**src/rtl/mux_scan_pkg.sv**
```systemverilog
// Shared definitions for the N-channel scanning multiplexer.
package mux_scan_pkg;

  localparam logic MODE_MANUAL = 1'b0;
  localparam logic MODE_AUTO   = 1'b1;

  // Select width for a given channel count (never narrower than one bit).
  function automatic int unsigned sel_width(input int unsigned n_ch);
    return (n_ch > 1) ? $clog2(n_ch) : 1;
  endfunction

endpackage

```
**src/rtl/mux_next_ch.sv**
```systemverilog
// Finds the next enabled channel after cur, wrapping modulo N_CH.
module mux_next_ch
  import mux_scan_pkg::*;
#(
  parameter  int unsigned N_CH = 13,
  localparam int unsigned SW   = sel_width(N_CH)
) (
  input  logic [SW-1:0]   cur,
  input  logic [N_CH-1:0] en_mask,
  output logic [SW-1:0]   nxt_c,
  output logic            wrap_c,
  output logic            none_c
);

  logic [SW-1:0]   start;
  logic [SW-1:0]   off;
  logic [N_CH-1:0] rot;
  logic            found;
  int unsigned     sum;

  // Rotate the mask so the search origin sits at bit 0, then priority-encode.
  always_comb begin
    start = '0;
    if (32'(cur) < N_CH - 1) begin
      start = cur + SW'(1);
    end
    // An illegal cur (>= N_CH) lands here with start = 0: search from channel 0.
    rot   = N_CH'({en_mask, en_mask} >> start);
    found = 1'b0;
    off   = '0;
    for (int unsigned i = 0; i < N_CH; i++) begin
      if (!found && rot[i]) begin
        found = 1'b1;
        off   = SW'(i);
      end
    end
    sum = 32'(start) + 32'(off);
    if (sum >= N_CH) begin
      sum = sum - N_CH;
    end
    nxt_c  = SW'(sum);
    wrap_c = (32'(nxt_c) <= 32'(cur));
    none_c = ~|en_mask;
  end

endmodule

```
**src/rtl/mux_scan_n.sv**
```systemverilog
// N-channel registered mux with manual select or round-robin auto scan.
module mux_scan_n
  import mux_scan_pkg::*;
#(
  parameter  int unsigned N_CH  = 13,
  parameter  int unsigned W     = 1,
  parameter  int unsigned DWELL = 1,
  localparam int unsigned SW    = sel_width(N_CH)
) (
  input  logic              clk,
  input  logic              rst_n,
  input  logic [N_CH*W-1:0] d,
  input  logic              mode,
  input  logic [SW-1:0]     sel_in,
  input  logic [N_CH-1:0]   en_mask,
  output logic [W-1:0]      out,
  output logic              out_valid,
  output logic [SW-1:0]     cur_sel,
  output logic              sof,
  output logic              sel_err
);

  localparam int unsigned   CW       = (DWELL > 1) ? $clog2(DWELL) : 1;
  localparam logic [CW-1:0] CNT_LAST = CW'(DWELL - 1);

  logic [CW-1:0] cnt;
  logic [CW-1:0] cnt_nxt;
  logic [SW-1:0] sel_nxt;
  logic [SW-1:0] scan_nxt;
  logic          scan_wrap;
  logic          scan_none;
  logic          adv;
  logic          sof_nxt;
  logic          err_nxt;
  logic          ch_en;
  logic [W-1:0]  ch_data;
  logic          valid_nxt;
  logic [W-1:0]  out_nxt;

  mux_next_ch #(
    .N_CH (N_CH)
  ) u_next_ch (
    .cur     (cur_sel),
    .en_mask (en_mask),
    .nxt_c   (scan_nxt),
    .wrap_c  (scan_wrap),
    .none_c  (scan_none)
  );

  // Select / dwell next state: manual follows sel_in, auto advances at dwell end.
  always_comb begin
    cnt_nxt = '0;
    sel_nxt = cur_sel;
    adv     = 1'b0;
    sof_nxt = 1'b0;
    err_nxt = 1'b0;
    if (mode == MODE_AUTO) begin
      adv     = (cnt == CNT_LAST);
      cnt_nxt = adv ? '0 : cnt + CW'(1);
      if (adv && !scan_none) begin
        sel_nxt = scan_nxt;
        sof_nxt = scan_wrap;
      end
    end else begin
      // Counter held at 0 here, so entering auto always starts a fresh dwell.
      sel_nxt = sel_in;
      err_nxt = (32'(sel_in) >= N_CH);
    end
  end

  // Data path: pick the channel named by sel_nxt so out and cur_sel stay coherent.
  always_comb begin
    ch_en   = 1'b0;
    ch_data = '0;
    for (int unsigned i = 0; i < N_CH; i++) begin
      if (sel_nxt == SW'(i)) begin
        ch_en   = en_mask[i];
        ch_data = d[i*W +: W];
      end
    end
    valid_nxt = ch_en;
    out_nxt   = ch_en ? ch_data : '0;
  end

  // Output and state registers.
  always_ff @(posedge clk or negedge rst_n) begin
    if (!rst_n) begin
      cnt       <= '0;
      cur_sel   <= '0;
      out       <= '0;
      out_valid <= 1'b0;
      sof       <= 1'b0;
      sel_err   <= 1'b0;
    end else begin
      cnt       <= cnt_nxt;
      cur_sel   <= sel_nxt;
      out       <= out_nxt;
      out_valid <= valid_nxt;
      sof       <= sof_nxt;
      sel_err   <= err_nxt;
    end
  end

endmodule

```
**config.mk**
```make
export PLATFORM = sky130hd
export DESIGN_NAME = mux_scan_n
export DESIGN_NICKNAME = d
export VERILOG_FILES = /design/src/rtl/mux_scan_pkg.sv /design/src/rtl/mux_next_ch.sv /design/src/rtl/mux_scan_n.sv
export SDC_FILE = /design/constraint.sdc
export NUM_CORES = 1
export LEC_CHECK = 0
export BUFFER_PORTS_ARGS = -buffer_cell sky130_fd_sc_hd__buf_2
export CAP_MARGIN = 20
export CORE_MARGIN = 10
export CORE_UTILIZATION = 63
export DETAILED_ROUTE_END_ITERATION = 10
export HOLD_SLACK_MARGIN = 0.1
export PLACE_DENSITY = 0.92
export SETUP_SLACK_MARGIN = 0.05
export SLEW_MARGIN = 20
export SYNTH_ARGS = -nofsm -noshare
export SYNTH_HDL_FRONTEND = slang
export SYNTH_HIERARCHICAL = 1
export SYNTH_SLANG_ARGS = --single-unit
```
**constraint.sdc**
```tcl
create_clock -name clk -period 10.1 [get_ports clk]
set_clock_uncertainty 0.15 [all_clocks]
set_input_delay 2.525 -clock clk [delete_from_list [all_inputs] [get_ports clk]]
set_output_delay 2.525 -clock clk [all_outputs]
set_load 0.02 [all_outputs]
```
; ---- Word level (Yosys, flattened, before mapping)
; Index checks and enable logic that the tools add are counted.
; Widths: inputs -> output; s select.
[word_totals]
ff_bits = 9
in_bits = 33
out_inout_bits = 8
word_cells = 115
[op_classes]
n_addsub = 4
magnitude_cmp = 4
eq_ne = 12
shift = 1
mux = 60
bitwise_logic = 1
n_reduce_logical = 27
[op_table]
columns = op, n
row1 = $mux 1, 45
row2 = $mux 4, 9
row3 = $shr 26x4->13, 1
row4 = $eq 4x4->1 const B, 5
row5 = $eq 4x3->1 const B, 4
row6 = $logic_and 1x1->1, 13
row7 = $reduce_or 13->1, 1
row8 = $logic_not 1->1, 12
row9 = $mux 3, 4
row10 = $eq 4x2->1 const B, 2
row11 = $add 4x4->5, 1
row12 = $ge 5x4->1 const B, 1
row13 = $add 4x1->4 const B, 1
row14 = $eq 4x1->1 const B, 1
row15 = $ge 4x4->1 const B, 1
row16 = $le 4x4->1, 1
row17 = $logic_not 4->1, 1
row18 = $lt 4x4->1 const B, 1
row19 = $mux 2, 2
row20 = $sub 4x4->4 const B, 1
row21 = $add 1x1->1 const B, 1
row22 = $not 1->1, 1

; ---- Depth between registers and ports, before layout
; Gate-level depths: netlist of run 1.
[depth]
ltp_word = 60
ltp_mapped = 29

; ---- By module
; Netlist of run 1, hierarchy kept.
[modules_own_cells]
columns = module, n_inst, cells_per_inst, area_each_um2, seq_area_each_um2
row1 = mux_next_ch, 1, 230, 1666.6, 0.0
row2 = mux_scan_n, 1, 88, 793.3, 200.2

; ---- Least setup slack after synthesis of run 1
; OpenSTA, ideal clock, no wires.
[synth_timing]
path_kind = input -> register
from = input en_mask[0]
to = register out
arrival_ns = 7.023
t_required_ns = 9.815
setup_slack_ns = 2.792
stages = 25
path_buffers = 0
path_cell_list = inv_1 a22oi_1 o221a_2 o2bb2ai_1 a221o_1 nor2b_1 o311ai_1 nand2_1 ha_1 fa_1 inv_1 ha_1 nor3_1 nor2_1 a221o_1 nand2_1 o21ai_0 mux2_4 a21oi_4 inv_2 mux4_2 o32a_1 and4_4 a41oi_2 a311oi_2
[synth_via]
elab_chain_len = 58
word_cells_on_any_way = 97
cone_classes = 2 x add/sub / 1 x order compare / 12 x eq/ne / 1 x shift / 54 x mux / 27 x reduce/logical
[synth_rtl]
columns = element, line
row1 = start: declaration, mux_scan_n.sv:15  ; input logic [N_CH-1:0] en_mask,
row2 = $shr 26x4->13 (*), mux_next_ch.sv:28  ; rot = N_CH'({en_mask, en_mask} >> start);
row3 = $mux 1, mux_next_ch.sv:32  ; if (!found && rot[i]) begin
row4 = $logic_not 1->1, mux_next_ch.sv:32
row5 = $logic_and 1x1->1, mux_next_ch.sv:32
row6 = $mux 1, mux_next_ch.sv:32
row7 = $logic_not 1->1, mux_next_ch.sv:32
row8 = $logic_and 1x1->1, mux_next_ch.sv:32
row9 = $mux 1, mux_next_ch.sv:32
row10 = [... 33 more ...], --
row11 = named net scan_nxt[1], mux_scan_n.sv:29  ; logic [SW-1:0] scan_nxt;
row12 = $mux 4 (*), mux_scan_n.sv:60  ; if (adv && !scan_none) begin
row13 = $mux 4 (*), mux_scan_n.sv:57  ; if (mode == MODE_AUTO) begin
row14 = named net sel_nxt[1], mux_scan_n.sv:28  ; logic [SW-1:0] sel_nxt;
row15 = $logic_not 4->1, mux_scan_n.sv:76  ; if (sel_nxt == SW'(i)) begin
row16 = $mux 1 (13 in a row), mux_scan_n.sv:76
row17 = $mux 1 (*), mux_scan_n.sv:82  ; out_nxt = ch_en ? ch_data : '0;
row18 = named net out_nxt, mux_scan_n.sv:38  ; logic [W-1:0] out_nxt;
row19 = end signal: assignment, mux_scan_n.sv:97  ; out <= out_nxt;
row20 = end: declaration, mux_scan_n.sv:16  ; output logic [W-1:0] out,
; The timed path passes the listed nets; every way through them passes the cells marked *.

; ---- Worst setup path after layout of run 1
[layout_timing]
from = input en_mask[5]
to = register out
; Same word-level chain as after synthesis.

==> metrics, run 1 <==
layout cell share with drive strength beyond 1=0.241; Hold WC Path Type=reg -> reg; Hold Fails Final Rpt=0; worst reg-to-reg path cell count=27; PostCTS Resize Cnt=0; Max-Cap Viols=0; Setup crit end kind=register; largest net degree at the start of global routing=45; worst relative slew slack=0.354; I/O Buffers=40; Yosys reg bits=8; Hold Path Origin=cur_sel[1]$_DFF_PN0_; ys async rst share=1.00; CP Class=in -> reg; Hold Buf Count CTS=0; RSZ-0062 raised after global routing=false; wire length per cell=18.8 um; worst-path maximum fanout=9; min cycle time layout=7.86 ns; dpl cell area=~0.0026 mm2; first-pass detailed-route iteration total=5; top cell type by total area after synthesis=dfrtp_1; met1 Use GR=0.296; Clk Latency, worst-skew pair=0.23 ns; initial antenna violation count=0; final std cell area, no fill=approximately 0.0026 mm2; die area=0.00680 mm2; final setup TNS=0 ns; CP required=about 10 ns; Synth area leaders=dfrtp_1 (8.1%), mux2i_1 (5.7%), ha_1 (5.6%), nor2_1 (4.6%), a21oi_1 (4.3%); status=complete, no violations; Post-synth EDFFs=0; GP Congestion=between 0.9 and 1; first-pass GRT wire length=12.5 mm; vias per std cell=a little over 7; synthesis-to-layout area growth=7.17%; H-Tree Level Count=1; floorplan core area=0.00372 mm2; Initial Util=0.662; Global Route met3 Usage=0.0302; Num CTS Buffers=3; post-synth top area share=0.0814; element type at the critical path start=input port; Post-Syn Area=0.00246 mm2; detailed placer's ending HPWL=5.56 mm; Total Wirelength=7.37 mm; Max Fclk=0.127 GHz; reg2reg start=cur_sel[1]$_DFF_PN0_; CTS tree=done; hold path cells=3; reg2reg setup slack=roughly 3.3 ns; final setup violation count=0; Mean Syn Cell Area=7.74 um2; Reg clk slew, reported paths=0.04 ns; Row Count=22; r2r endpoint=out$_DFF_PN0_; hold path endpoint=cur_sel[1]$_DFF_PN0_; clk buf depth=2; vias in the first global route=2,611; YS warnings=6; die height=82.5 um; Max Slew Vio Count=0; dominant synthesized flop cell=dfrtp_1; Total GRT Usage=0.222; setup bufs post-CTS=0; Synth Net Count=363; Netlist cell types=80; worst path arrival time=7.84 ns; DR DRC count=0; io pins=41; Seq/Total Area, Yosys=0.0814; Final Cycle Share=0.779; hold_ws=0.833 ns; met2 Use GR=0.362; DR iter-0 viols=368; GRT overflow=0; global route hottest layer=met2; net count of the finished layout=391; Die W=82.5 um; Worst Tran Pin Value=roughly 0.96 ns; Clock Sinks=8; Mapped Cells=318; total number of vias=2,789; CTS root buffer=clkbuf_8; antenna-violating nets left=0; diode count=0
[worst max path at each step]
stage | from | endpoint | slack [ns] | depth (start not counted)
2_1_floorplan | en_mask[0] | out$_DFF_PN0_ | 2.79 | 25
3_3_place_gp | en_mask[10] | out$_DFF_PN0_ | 2.22 | 25
3_5_place_dp | en_mask[0] | out$_DFF_PN0_ | 2.09 | 26
4_1_cts | en_mask[0] | out$_DFF_PN0_ | 2.32 | 26
5_1_grt | en_mask[0] | out$_DFF_PN0_ | 1.80 | 26
6_report | en_mask[5] | out$_DFF_PN0_ | 2.24 | 26
[final cells by class]
cell class,count,area [um2]
Inverter,15,61.3
Tap cell,48,60.1
Fill cell,322,1080
Timing Repair Buffer,41,208
Clock buffer,3,41.3
Sequential cell,8,200
Multi-Input combinational cell,277,2070
[registers in the layout (all words and copies together), names as in the netlist]
signal,flops
out,1
sof,1
out_valid,1
sel_err,1
cur_sel,4
[cells by family (layout without fill, tap and decap cells)]
| logic type | Yosys count | in the layout | share of synthesized area |
|---|---|---|---|
| AND/OR/NAND/NOR | 119 | 119 | 0.249 |
| AO/OA/AOI/OAI | 118 | 118 | 0.392 |
| buffers and inverters | 33 | 59 | 0.0814 |
| multiplexers | 23 | 23 | 0.115 |
| adder cells (fa/ha/maj) | 12 | 12 | 0.0641 |
| flip-flops | 8 | 8 | 0.0814 |
| XOR/XNOR | 5 | 5 | 0.0178 |
[layout by cell type, fill, tap and decap left out, types with 11 or more instances in the layout]
master	Yosys	layout
ha_1	11	11
nor2_1	30	30
nor2b_1	12	12
buf_2	3	40
nor3_1	14	14
mux2i_1	14	14
a211oi_1	12	12
a21oi_1	21	21
nand2_1	23	23
[worst max-delay path: stages]
cell and delay (ns):
buf_2 0.15, nor2b_1 0.07, o21a_1 0.21, o32ai_1 0.38, o32ai_1 0.13, nor3_1 0.30, nor2_2 0.11, a31oi_1 0.16
nand2_1 0.07, ha_1 0.24, fa_1 0.54, inv_1 0.09, ha_1 0.20, nor3_1 0.18, nor2_1 0.06, a221o_1 0.40
nand2_1 0.09, o21ai_0 0.18, mux2_4 0.37, a21oi_4 0.30, inv_2 0.15, mux4_2 0.25, o32a_1 0.12, and4_4 0.24
nor2_1 0.06, a311oi_2 0.26
[cell usage after synthesis, types with 3 or more instances]
cell type / instances
nor2b_1: 12
buf_6: 6
nor3_1: 14
o221a_2: 3
nor4_1: 6
o221ai_2: 3
buf_4: 5
o21bai_1: 4
a21oi_1: 21
o32ai_1: 3
ha_1: 11
o211ai_1: 3
o21ai_0: 9
a211o_1: 5
nand2b_1: 7
nor2_1: 30
inv_2: 5
inv_1: 9
a211oi_1: 12
a2bb2oi_1: 3
nand2_1: 23
clkbuf_1: 3
xnor2_1: 5
nand4_1: 4
mux2i_1: 14
a22oi_1: 3
o22ai_1: 5
buf_2: 3
nand3_1: 8
mux2_1: 4
a21o_1: 6
a21oi_2: 5
dfrtp_1: 8
[metal layers]
metal,wire length [um],vias up
li1,-,1283
met3,560,20
met5,0,-
met1,3140,1324
met2,3530,162
met4,147,0
[per-stage QoR]
stage / setup WS [ns] / util / std cells
2_1_floorplan: 2.79 / - / 318
5_1_grt: 1.80 / 0.709 / 392
6_report: 2.24 / 0.709 / 392
4_1_cts: 2.32 / 0.709 / 392
3_3_place_gp: 2.22 / 0.698 / 389
3_5_place_dp: 2.09 / 0.698 / 389
Power of run 1 is not shown: default switching activity piles up to over one toggle a cycle in this logic, so the estimate is an artifact.
==> inputs of run 2 (changes only) <==
--- a/config.mk
+++ b/config.mk
@@ -8,10 +8,10 @@
 export BUFFER_PORTS_ARGS = -buffer_cell sky130_fd_sc_hd__buf_2
 export CAP_MARGIN = 20
 export CORE_MARGIN = 10
-export CORE_UTILIZATION = 63
+export CORE_UTILIZATION = 53
 export DETAILED_ROUTE_END_ITERATION = 10
 export HOLD_SLACK_MARGIN = 0.1
-export PLACE_DENSITY = 0.92
+export PLACE_DENSITY = 0.83
 export SETUP_SLACK_MARGIN = 0.05
 export SLEW_MARGIN = 20
 export SYNTH_ARGS = -nofsm -noshare
==> constraint.sdc (replaced) <==
create_clock -name clk -period 6.3 [get_ports clk]
set_clock_uncertainty 0.15 [all_clocks]
set_input_delay 1.575 -clock clk [delete_from_list [all_inputs] [get_ports clk]]
set_output_delay 1.575 -clock clk [all_outputs]
set_load 0.02 [all_outputs]
==> run 2 against run 1 <==
  * Sequential cell count unchanged
  * Die area increased by 14%
  * Setup slack got worse by 2.6 ns
  * Clock-buffer cell count unchanged
  * The run now ends with negative setup slack left
  * Critical path type unchanged
  * First-iteration DRC count increased by 41%
  * Largest cell class unchanged
==> metrics, run 2 (synthesis gave the netlist of run 1 again) <==
Max Slew Vio Count=0 (unchanged); Max Fclk=0.151 GHz; DR DRC count=0 (unchanged); DR iter-0 viols=518 (was 368); worst reg-to-reg path cell count=26 (was 27); total number of vias=3,626 (was 2,789); Max-Cap Viols=0 (unchanged); Die W=88.1 um (was 82.5 um); CTS tree=done (unchanged); min cycle time layout=6.62 ns; Hold Fails Final Rpt=0 (unchanged); reg2reg start=cur_sel[3]$_DFF_PN0_ (was cur_sel[1]$_DFF_PN0_); initial antenna violation count=0 (unchanged); element type at the critical path start=input port (unchanged); Worst Tran Pin Value=1.18 ns (was 0.961 ns); Reg clk slew, reported paths=0.05 ns (was 0.04 ns); crit path to=out_valid$_DFF_PN0_ (was out$_DFF_PN0_); CP startpoint=en_mask[8] (was en_mask[5]); CP required=6.28 ns (was 10.08 ns); vias per std cell=7.38 (was 7.11); leading cell type in the layout, fill and taps excluded=buf_4 (was buf_2); io pins=41 (unchanged); Clk Latency, worst-skew pair=0.24 ns (was 0.23 ns); wire length per cell=23.7 um (was 18.8 um); detailed placer's ending HPWL=6.68 mm (was 5.56 mm); Hold WC Path Type=reg -> reg (unchanged); status=complete, but fails checks (was complete, no violations); Total GRT Usage=0.241 (was 0.222); Clock Sinks=8 (unchanged); Initial Util=0.557 (was 0.662); Final Cycle Share=1.05; worst path arrival time=6.60 ns (was 7.84 ns); hold_ws=0.889 ns (was 0.833 ns); worst-path maximum fanout=8 (was 9); synthesis-to-layout area growth=52.7% (was 7.17%); first-pass GRT wire length=15.5 mm (was 12.5 mm); reg2reg setup slack=-0.14 ns (was 3.26 ns); first-pass detailed-route iteration total=5 (unchanged); r2r endpoint=out_valid$_DFF_PN0_ (was out$_DFF_PN0_); GRT overflow=0 (unchanged); final setup violation count=2 (was 0); antenna-violating nets left=0 (unchanged); vias in the first global route=3,217 (was 2,611); diode count=0 (unchanged); worst relative slew slack=0.205 (was 0.354); net count of the finished layout=486 (was 391); Row Count=24 (was 22); failing checks=negative setup slack; post-layout utilization of the core=0.851 (was 0.709); CP Class=in -> reg (unchanged); CTS root buffer=clkbuf_8 (unchanged); Biggest register=cur_sel (unchanged); Setup crit end kind=register (unchanged); H-Tree Level Count=1 (unchanged); RSZ-0062 raised after global routing=true (was false); Hold Path Origin=cur_sel[1]$_DFF_PN0_ (unchanged); max reg flops=4 (unchanged); GP Congestion=0.980 (was 0.969); slack of the critical path=-0.323 ns (was 2.24 ns); Num CTS Buffers=3 (unchanged); most frequent cells in the layout=buf_4 (93), buf_2 (33), nor2_1 (25) (was buf_2 (40), nor2_1 (30), nand2_1 (23)); largest net degree at the start of global routing=28 (was 45); die height=88.1 um (was 82.5 um); Layout fillers=223 (was 322); Hold Buf Count CTS=0 (unchanged); layout cell share with drive strength beyond 1=0.535 (was 0.241); I/O Buffers=40 (unchanged); floorplan core area=0.00441 mm2 (was 0.00372 mm2); Total Wirelength=11.6 mm (was 7.37 mm); clk buf depth=2 (unchanged); die area=0.00777 mm2 (was 0.00680 mm2)
## run 2: cell types whose count changed in the layout (fill, tap and decap cells not counted), moves of 4 or more
cell / before / now
inv_1: 9 / 4
buf_6: 0 / 5
inv_2: 5 / 9
o22ai_1: 5 / 1
a21oi_1: 21 / 16
nor3_1: 14 / 10
ha_1: 11 / 7
buf_2: 40 / 33
buf_4: 1 / 93
o21ai_0: 9 / 5
a211oi_1: 12 / 6
a211oi_2: 1 / 7
nor2_1: 30 / 25
nor2_2: 2 / 6
## run 2: metal layers
layer | global-route usage | wire [um] | up-vias
met3 | 0.0325 | 1330 | 108
li1 | - | - | 1474
met2 | 0.419 | 5470 | 378
met5 | 0 | 0 | -
met4 | 0.111 | 850 | 0
met1 | 0.286 | 3990 | 1666
## run 2: how the worst min path moves through the flow
stage                                      end  slack (ns)  cells past startpoint
after global placement           out$_DFF_PN0_        0.80                      4
after detailed placement         out$_DFF_PN0_        0.85                      4
after floorplan           cur_sel[1]$_DFF_PN0_        0.82                      3
final                            out$_DFF_PN0_        0.89                      4
after global routing             out$_DFF_PN0_        0.92                      4
after CTS                        out$_DFF_PN0_        0.87                      4
## run 2: critical path, cell delays in order
cell	delay, ns
buf_2	0.16
nor2_1	0.15
a21oi_1	0.13
o221ai_2	0.32
o21ai_0	0.15
o2111ai_1	0.23
o21ai_1	0.13
a31oi_1	0.17
nand2_1	0.10
ha_2	0.20
fa_1	0.52
inv_2	0.07
buf_4	0.13
buf_4	0.12
buf_4	0.12
buf_4	0.13
buf_4	0.14
ha_2	0.19
nor2b_4	0.12
xnor2_2	0.13
mux2i_1	0.14
a21o_1	0.29
buf_6	0.16
nor4_1	0.37
o21ai_0	0.16
and4_4	0.22
buf_4	0.13
a21o_1	0.15
## run 2: timing repair
item,in CTS,in global routing
pin swaps,15,21
setup endpoints to repair,2,3
buffers inserted,15,13
gates resized for setup,26,66
## run 2: final cells by class
class                   instances  area, um2  share of cell area
repair buffers                136        992               0.264
well taps                      52       65.1              0.0173
flip-flops and latches          8        200              0.0533
multi-input cells             277       2390               0.637
inverters                      15       63.8              0.0170
clock buffers                   3       41.3              0.0110
## run 2: metrics by stage
stage | worst slack [ns] | std cells | setup TNS (ns) | area [um2]
6_report | -0.323 | 491 | -0.582 | 3760
5_1_grt | -0.528 | 491 | -1.12 | 3760
4_1_cts | -0.0749 | 478 | -0.0749 | 3380
3_5_place_dp | -0.415 | 460 | -0.753 | 3110
3_3_place_gp | -0.289 | 460 | -0.514 | 3110
2_1_floorplan | 0.0309 | 318 | 0 | 2460
Power of run 2 is left out for the same reason.
